===== src/rtl/alu_issue_if.sv =====
// alu_issue_if: issue-stage -> ALU operation bus.
//   out_valid/out_ready : payload handshake (producer drives valid, ALU drives ready)
//   alucontrol          : 4-bit ALU command
//   op_a/op_b           : ALU operands
//   illegal             : registered instruction could not be decoded
// master = issue stage (producer), slave = ALU (consumer).
interface alu_issue_if #(
  parameter int WORD_LEN    = 32,
  parameter int EXE_CMD_LEN = 3
);
  logic                 out_valid;
  logic                 out_ready;
  logic [EXE_CMD_LEN:0] alucontrol;
  logic [WORD_LEN-1:0]  op_a;
  logic [WORD_LEN-1:0]  op_b;
  logic                 illegal;

  modport master (output out_valid, alucontrol, op_a, op_b, illegal, input out_ready);
  modport slave  (input out_valid, alucontrol, op_a, op_b, illegal, output out_ready);
endinterface


===== src/rtl/alu_issue.sv =====
// alu_issue: ID/EX issue register for the ALU.
// Decodes opcode/funct, selects/extends operands, registers {cmd, a, b, illegal}
// behind a valid/ready handshake with stall hold and flush.
// Ports:
//   clk, rst_n          : clock, synchronous active-low reset
//   in_valid/in_ready   : decode-side handshake (in_ready = !out_valid || out_ready)
//   opcode,funct,shamt,imm16 : instruction fields
//   rs_val, rt_val      : forwarded register values
//   flush               : squash the issue register next cycle
//   alu                 : ALU operation bus (master side)
//   issue_count         : wrapping count of handoffs to EX
module alu_issue #(
  parameter int WORD_LEN    = 32,
  parameter int EXE_CMD_LEN = 3
) (
  input  logic                clk,
  input  logic                rst_n,
  input  logic                in_valid,
  output logic                in_ready,
  input  logic [5:0]          opcode,
  input  logic [5:0]          funct,
  input  logic [4:0]          shamt,
  input  logic [15:0]         imm16,
  input  logic [WORD_LEN-1:0] rs_val,
  input  logic [WORD_LEN-1:0] rt_val,
  input  logic                flush,
  alu_issue_if.master         alu,
  output logic [15:0]         issue_count
);

  localparam int CW = EXE_CMD_LEN + 1;
  localparam logic [CW-1:0] CMD_ADD = CW'(4'b0010);
  localparam logic [CW-1:0] CMD_SUB = CW'(4'b0110);
  localparam logic [CW-1:0] CMD_AND = CW'(4'b0000);
  localparam logic [CW-1:0] CMD_OR  = CW'(4'b0001);
  localparam logic [CW-1:0] CMD_SLT = CW'(4'b0111);
  localparam logic [CW-1:0] CMD_XOR = CW'(4'b1100);
  localparam logic [CW-1:0] CMD_NOR = CW'(4'b1101);
  localparam logic [CW-1:0] CMD_SLL = CW'(4'b1000);
  localparam logic [CW-1:0] CMD_SRL = CW'(4'b1010);
  localparam logic [CW-1:0] CMD_SRA = CW'(4'b1011);

  typedef struct packed {
    logic [CW-1:0]       cmd;
    logic [WORD_LEN-1:0] a;
    logic [WORD_LEN-1:0] b;
    logic                ill;
  } payload_t;

  payload_t            dec;
  payload_t            pay_d, pay_q;
  logic                vld_d, vld_q;
  logic [15:0]         cnt_d, cnt_q;
  logic [WORD_LEN-1:0] se, ze, sh_imm, sh_reg;
  logic                load, handoff;

  assign se     = {{(WORD_LEN-16){imm16[15]}}, imm16};
  assign ze     = {{(WORD_LEN-16){1'b0}}, imm16};
  assign sh_imm = {{(WORD_LEN-5){1'b0}}, shamt};
  assign sh_reg = {{(WORD_LEN-5){1'b0}}, rs_val[4:0]};

  // Undecodable encodings leave cmd/a/b at zero and raise ill; they still
  // issue so EX can take the exception in order.
  always_comb begin
    dec = '0;
    case (opcode)
      6'h00: begin
        case (funct)
          6'h20, 6'h21: begin dec.cmd = CMD_ADD; dec.a = rs_val; dec.b = rt_val; end
          6'h22, 6'h23: begin dec.cmd = CMD_SUB; dec.a = rs_val; dec.b = rt_val; end
          6'h24:        begin dec.cmd = CMD_AND; dec.a = rs_val; dec.b = rt_val; end
          6'h25:        begin dec.cmd = CMD_OR;  dec.a = rs_val; dec.b = rt_val; end
          6'h26:        begin dec.cmd = CMD_XOR; dec.a = rs_val; dec.b = rt_val; end
          6'h27:        begin dec.cmd = CMD_NOR; dec.a = rs_val; dec.b = rt_val; end
          6'h2A, 6'h2B: begin dec.cmd = CMD_SLT; dec.a = rs_val; dec.b = rt_val; end
          6'h00:        begin dec.cmd = CMD_SLL; dec.a = rt_val; dec.b = sh_imm; end
          6'h02:        begin dec.cmd = CMD_SRL; dec.a = rt_val; dec.b = sh_imm; end
          6'h03:        begin dec.cmd = CMD_SRA; dec.a = rt_val; dec.b = sh_imm; end
          6'h04:        begin dec.cmd = CMD_SLL; dec.a = rt_val; dec.b = sh_reg; end
          6'h06:        begin dec.cmd = CMD_SRL; dec.a = rt_val; dec.b = sh_reg; end
          6'h07:        begin dec.cmd = CMD_SRA; dec.a = rt_val; dec.b = sh_reg; end
          default:      dec.ill = 1'b1;
        endcase
      end
      6'h08, 6'h09: begin dec.cmd = CMD_ADD; dec.a = rs_val; dec.b = se; end
      6'h0A, 6'h0B: begin dec.cmd = CMD_SLT; dec.a = rs_val; dec.b = se; end
      6'h0C:        begin dec.cmd = CMD_AND; dec.a = rs_val; dec.b = ze; end
      6'h0D:        begin dec.cmd = CMD_OR;  dec.a = rs_val; dec.b = ze; end
      6'h0E:        begin dec.cmd = CMD_XOR; dec.a = rs_val; dec.b = ze; end
      // LUI realised as imm << 16 on the ALU shifter
      6'h0F:        begin dec.cmd = CMD_SLL; dec.a = ze; dec.b = WORD_LEN'(16); end
      6'h23, 6'h2B: begin dec.cmd = CMD_ADD; dec.a = rs_val; dec.b = se; end
      6'h04, 6'h05: begin dec.cmd = CMD_SUB; dec.a = rs_val; dec.b = rt_val; end
      default:      dec.ill = 1'b1;
    endcase
  end

  assign in_ready = !vld_q || alu.out_ready;
  assign handoff  = vld_q && alu.out_ready;
  // An instruction offered during flush is dropped, not loaded.
  assign load     = in_valid && in_ready && !flush;

  always_comb begin
    vld_d = vld_q;
    pay_d = pay_q;
    cnt_d = cnt_q;
    if (handoff) cnt_d = cnt_q + 16'd1;
    if (flush)        vld_d = 1'b0;
    else if (load)    begin vld_d = 1'b1; pay_d = dec; end
    else if (handoff) vld_d = 1'b0;
  end

  always_ff @(posedge clk) begin
    if (!rst_n) begin
      vld_q <= 1'b0;
      pay_q <= '0;
      cnt_q <= '0;
    end else begin
      vld_q <= vld_d;
      pay_q <= pay_d;
      cnt_q <= cnt_d;
    end
  end

  assign alu.out_valid  = vld_q;
  assign alu.alucontrol = pay_q.cmd;
  assign alu.op_a       = pay_q.a;
  assign alu.op_b       = pay_q.b;
  assign alu.illegal    = pay_q.ill;
  assign issue_count    = cnt_q;

endmodule


===== src/flat_wrapper.sv =====
// flat-port wrapper written by rule: the top's interface ports become plain ports
module alu_issue_flat 
#(
  parameter int WORD_LEN    = 32,
  parameter int EXE_CMD_LEN = 3
)
  (clk, rst_n, in_valid, in_ready, opcode, funct, shamt, imm16, rs_val, rt_val, flush, issue_count, alu_out_valid, alu_alucontrol, alu_op_a, alu_op_b, alu_illegal, alu_out_ready);
  alu_issue_if #(.WORD_LEN(WORD_LEN), .EXE_CMD_LEN(EXE_CMD_LEN)) alu_i ();
  input  logic clk;
  input  logic rst_n;
  input  logic in_valid;
  output logic in_ready;
  input  logic [5:0] opcode;
  input  logic [5:0] funct;
  input  logic [4:0] shamt;
  input  logic [15:0] imm16;
  input  logic [WORD_LEN-1:0] rs_val;
  input  logic [WORD_LEN-1:0] rt_val;
  input  logic flush;
  output logic [15:0] issue_count;
  output wire logic [$bits(alu_i.out_valid)-1:0] alu_out_valid;
  output wire logic [$bits(alu_i.alucontrol)-1:0] alu_alucontrol;
  output wire logic [$bits(alu_i.op_a)-1:0] alu_op_a;
  output wire logic [$bits(alu_i.op_b)-1:0] alu_op_b;
  output wire logic [$bits(alu_i.illegal)-1:0] alu_illegal;
  input wire logic [$bits(alu_i.out_ready)-1:0] alu_out_ready;
  assign alu_out_valid = alu_i.out_valid;
  assign alu_alucontrol = alu_i.alucontrol;
  assign alu_op_a = alu_i.op_a;
  assign alu_op_b = alu_i.op_b;
  assign alu_illegal = alu_i.illegal;
  assign alu_i.out_ready = alu_out_ready;
  alu_issue #(.WORD_LEN(WORD_LEN), .EXE_CMD_LEN(EXE_CMD_LEN)) u_core (.clk(clk), .rst_n(rst_n), .in_valid(in_valid), .in_ready(in_ready), .opcode(opcode), .funct(funct), .shamt(shamt), .imm16(imm16), .rs_val(rs_val), .rt_val(rt_val), .flush(flush), .alu(alu_i), .issue_count(issue_count));
endmodule

===== config.mk =====
export PLATFORM = sky130hd
export DESIGN_NAME = alu_issue_flat
export DESIGN_NICKNAME = d
export VERILOG_FILES = /design/src/rtl/alu_issue_if.sv /design/src/rtl/alu_issue.sv /design/src/flat_wrapper.sv
export SDC_FILE = /design/constraint.sdc
export NUM_CORES = 1
export LEC_CHECK = 0
export ABC_AREA = 0
export BUFFER_PORTS_ARGS = -buffer_cell sky130_fd_sc_hd__buf_4
export CAP_MARGIN = 20
export CORE_ASPECT_RATIO = 1.1
export CORE_MARGIN = 5
export CORE_UTILIZATION = 45
export DETAILED_ROUTE_END_ITERATION = 12
export PLACE_DENSITY = 0.8
export SETUP_SLACK_MARGIN = 0.3
export SYNTH_ARGS = -nofsm -noshare
export SYNTH_HDL_FRONTEND = slang
export SYNTH_SLANG_ARGS = --single-unit

===== constraint.sdc =====
create_clock -name clk -period 2.6 [get_ports clk]
set_input_delay 0.13 -clock clk [delete_from_list [all_inputs] [get_ports clk]]
set_output_delay 0.13 -clock clk [all_outputs]
set_load 0.02 [all_outputs]

# After elaboration in Yosys (flattened, before gate mapping)
# Cells that the tools add are included.
# op_classes
bitwise_logic	2
n_addsub	1
n_mux	6
eq_ne	27
n_reduce_logical	19
# ops
cell	n
68-bit case mux with 13 select lines	1
68-bit case mux with 8 select lines	1
6-bit == test, second input constant	12
6-bit by 4-bit == test with 1-bit output, second input constant	8
6-bit by 3-bit == test with 1-bit output, second input constant	5
16-bit by 1-bit adder with 16-bit output, second input constant	1
16-bit OR reduction	1
6-bit by 2-bit == test with 1-bit output, second input constant	2
6-bit zero test	2
12-bit OR reduction	1
2-bit OR reduction	6
4-bit OR reduction	1
1-bit logical AND	3
1-bit two-way mux	3
1-bit zero test	2
1-bit NOT	2
1-bit case mux with 2 select lines	1
2-bit AND reduction	1
2-bit nonzero test	1
1-bit logical OR	1
# totals
inputBits	102
register_bits	86
wordCells	61

# Logic depth before layout (Yosys ltp)
# logic_depth
word_depth	5
depth_mapped	9
mapped_depth_nobuf	6

# Least setup slack after synthesis
# No wires, ideal clock.
# synth_path
kind	reg2reg
start	register u_core.vld_q (netlist: u_core.alu.out_valid)
end	register u_core.pay_q, in the netlist u_core.alu.op_b[4]
period_less_slack_ns	2.170
t_required_ns	2.525
path_slack_ns	0.430
stages_incl_launch_ff	9
path_buffers	3
setup_time_ns	0.075
t_arrival_ns	2.095
cell_sequence	dfxtp_1 > nor2b_1 > or4b_1 > nor2_1 > clkbuf_1 > buf_2 > buf_2 > a32oi_1 > o21ai_0
# synth_via
elab_chain_cells	5
# synth_lines
item	line	source
start: declaration	alu_issue.sv:52	logic vld_d, vld_q;
start signal: assignment	alu_issue.sv:119	vld_q <= vld_d;
1-bit zero test	alu_issue.sv:98	assign in_ready = !vld_q || alu.out_ready;
1-bit logical OR	alu_issue.sv:98	
1-bit logical AND (2 in a row)	alu_issue.sv:101	assign load = in_valid && in_ready && !flush;
2-bit AND reduction (no source line)	n/a	
end signal: assignment	alu_issue.sv:120	pay_q <= pay_d;
end: declaration	alu_issue.sv:51	payload_t pay_d, pay_q;
# Every way passes these cells.
# A chain may end at the register's enable or synchronous reset.

# Final worst setup path
# layout_path
start	register u_core.vld_q (netlist: u_core.alu.out_valid)
end	register u_core.pay_q, in the netlist u_core.alu.op_b[24]
# Same word-level chain as after synthesis.

==> run summary <==
Status = finished clean
Post-synthesis mux area share = 1.89%
Max Freq = 0.472 GHz
Simple-Gate Fraction of Synth Area = 16.9%
Initial antenna violation count = 0
Initial Utilization = 45.7%
Total CTS buffers = 9
Reg2Reg Depth = 7
Async SR Flop Fraction = 0%
VDD IR max = 282 uV
CP max FO = 16
Final setup fails = 0
DRT Wirelength = 14200 um
Startpoint types = flop
Sequential area share after synthesis = 42.7%
# DRC = 0
Drt pass-1 iters = 6
# Max-Cap Violations = 0
Gr ovfl total = 0
Ant. Diodes = 0
Via-to-Cell Ratio = 5.91
Buffers on Ports = 188
Max stage delay on crit path = 0.57 ns
Yosys reg bits = 86
RSZ-0062 raised after global routing = false
Worst-margin pin slew = 0.768 ns
DRT iter0 DRCs = 360
Endpoint type of the worst setup path = flop
All-layer global routing usage = 24.7%
Hold Crit Depth = 2
Final period demand of the worst path = 2.12 ns
Max Slew Vio Count = 0
Ys flop type = dfxtp_1
Global-route wire length before repair = 21800 um
Clock-pin slew of the registers on the worst-case setup and hold paths = 0.10 ns
Cell count after placement = 706
CP required = 2.89 ns
Crit share post-route = 81.6%
Final Non-Filler Cells = 739
I/O Pins = 189
Post-Syn Instances = 425
Family with the most delay on the worst path = simple AND/OR/NAND/NOR gates
Share of cells above drive strength 1 = 37.8%
Largest family of logic cells by synthesized area = compound AO/OA/AOI/OAI gates
Final Hold Fails = 0
Post-Synthesis Cell Area = 0.00404 mm2
CTS tree = done
Cell Chain, Critical Path = nor2b_1 > or4b_4 > nor2_4 > buf_4 > and2_2 > buf_12 > a221o_1
Post-synthesis compound-gate area fraction = 30.2%
Setup TNS Final = 0 ns
Syn Nets = 528
Syn-to-layout area delta = 47.6%
Number of global-route vias before repair = 4336
Die X-Extent = 100 um
Area of the core = 0.00883 mm2
Post-synthesis adder-cell area fraction = 0.310%
Die Area = 0.0110 mm2
Routed vias = 4365
Hold Path Class = input port to flop
Pin count of the biggest net entering global routing = 46
Max_slew headroom = 48.3%
Net count reported at finish = 724
CTS max path bufs = 2
Clock latency on the worst-skew pair = 0.36 ns
Clock Tree Root = clkbuf_8
RD Place Congestion = 0.868
Die height = 109 um
CTS sink count = 86
Row count = 36
Routed Antenna Nets = 0
Static Leak = 2.58 nW
Synth Area in XOR/XNOR = 3.04%
CP bufs+invs = 2
Dpl hpwl = 10600 um
CTS H-tree depth = 3
EDFF count, synth = 0
Worst EP arrival = 2.41 ns
Drt wl/cell = 19.3 um
Crit Path Category = flop to flop
PwrDens = 444 mW/mm2
Distinct cells, synth = 59
Critical path's slowest cell = or4b_4
Crit. path cell count = 7
Syn avg cell area = 9.50 um2
Syn. warnings = 0
Clock skew = 0.0102 ns
worst paths after layout:
path	from	endpoint	slack [ns]
worst max register to register	u_core.alu.out_valid	u_core.alu.op_b[24]	0.48
worst min-delay path	imm16[13]	u_core.alu.op_b[13]	0.006
worst max-delay path	u_core.alu.out_valid	u_core.alu.op_b[24]	0.48
worst min register to register	u_core.alu.op_b[0]	u_core.alu.op_b[0]	0.47
cells in the mapped netlist, drive strengths merged, types with 5 or more instances:
cell type,n,area (um2)
a221o,43,430
a22oi,31,233
a32oi,17,149
and2,16,100
and3,14,87.6
buf,13,88.8
clkbuf,22,82.6
dfxtp,86,1720
inv,9,33.8
mux2,5,56.3
nand2,22,82.6
nand2b,5,31.3
nand3,12,60.1
nand4,5,31.3
nor2,28,105
nor2b,6,37.5
o21ai,23,115
xnor2,9,78.8
xor2,5,43.8
layout make-up:
class                           instances  area (um2)
Clock buffer                            9         124
Clock inverter                          6        71.3
Fill cell                             767        2870
Inverter                                9        33.8
Multi-Input combinational cell        295        2140
Sequential cell                        86        1720
Tap cell                              114         143
Timing Repair Buffer                  220        1720
repair_timing:
action	4_1_cts	5_1_grt
setup endpoints to repair	10	27
gates resized for setup	1	4
pin swaps	0	0
hold buffers	18	0
setup buffers	0	0
endpoints found under the hold margin	18	0
per-layer routing:
| layer | GRT usage (%) | share of wire (%) | vias up |
|---|---|---|---|
| li1 | - | - | 2048 |
| met1 | 30.3 | 39 | 2094 |
| met2 | 40.8 | 49 | 193 |
| met3 | 7.55 | 9.7 | 30 |
| met4 | 8.85 | 2.7 | 0 |
| met5 | 0 | 0 | - |
power breakdown:
part           switching (mW)  total, mW  internal (mW)
clock                   0.511      0.959          0.448
sequential            0.00577       1.33           1.32
combinational           0.174      0.356          0.183
total                   0.691       2.64           1.95
stage by stage:
| step | hold WS [ns] | utilization [%] | area (um2) | total power, mW | worst slack, ns |
|---|---|---|---|---|---|
| after floorplan | 0.206 | - | 4040 | 1.49 | 0.430 |
| after global placement | 0.312 | 63.1 | 5570 | 1.68 | 0.404 |
| after detailed placement | 0.314 | 63.1 | 5570 | 1.69 | 0.290 |
| after CTS | 0.00173 | 67.4 | 5950 | 2.65 | 0.289 |
| after global routing | 0.0000724 | 67.5 | 5960 | 2.73 | 0.376 |
| final | 0.00573 | 67.5 | 5960 | 2.64 | 0.479 |
cell families after synthesis:
| group | after synthesis |
|---|---|
| AO/OA/AOI/OAI | 146 |
| flip-flops | 86 |
| buffers and inverters | 44 |
| XOR/XNOR | 14 |
| adder cells (fa/ha/maj) | 1 |
| AND/OR/NAND/NOR | 127 |
| multiplexers | 7 |
flip-flops by register name, indices dropped and copies added, names as in the netlist:
signal / count
u_core.alu.alucontrol: 4
u_core.alu.illegal: 1
u_core.alu.op_a: 32
u_core.alu.op_b: 32
u_core.alu.out_valid: 1
u_core.issue_count: 16
cells in the final DEF (no fill, tap or decap), types with 3 or more instances in the layout:
master / Yosys / final
o21ai_0: 22 / 22
nand2_1: 22 / 22
xor2_1: 5 / 5
dfxtp_1: 86 / 86
nor3_1: 4 / 3
a222oi_1: 4 / 4
nor2_1: 28 / 27
clkbuf_8: 0 / 9
and2_1: 16 / 13
dlygate4sd3_1: 0 / 18
a221o_1: 43 / 43
and2_2: 0 / 3
inv_1: 9 / 9
a21boi_0: 3 / 3
or2_2: 3 / 3
and3_1: 14 / 14
nand2b_1: 5 / 5
mux2_2: 5 / 5
a32oi_1: 17 / 17
buf_4: 3 / 200
nand4_1: 5 / 5
a22oi_1: 31 / 31
nor2b_1: 6 / 6
nand3_1: 12 / 11
xnor2_1: 9 / 9
Power figures use the tool's default switching activity.
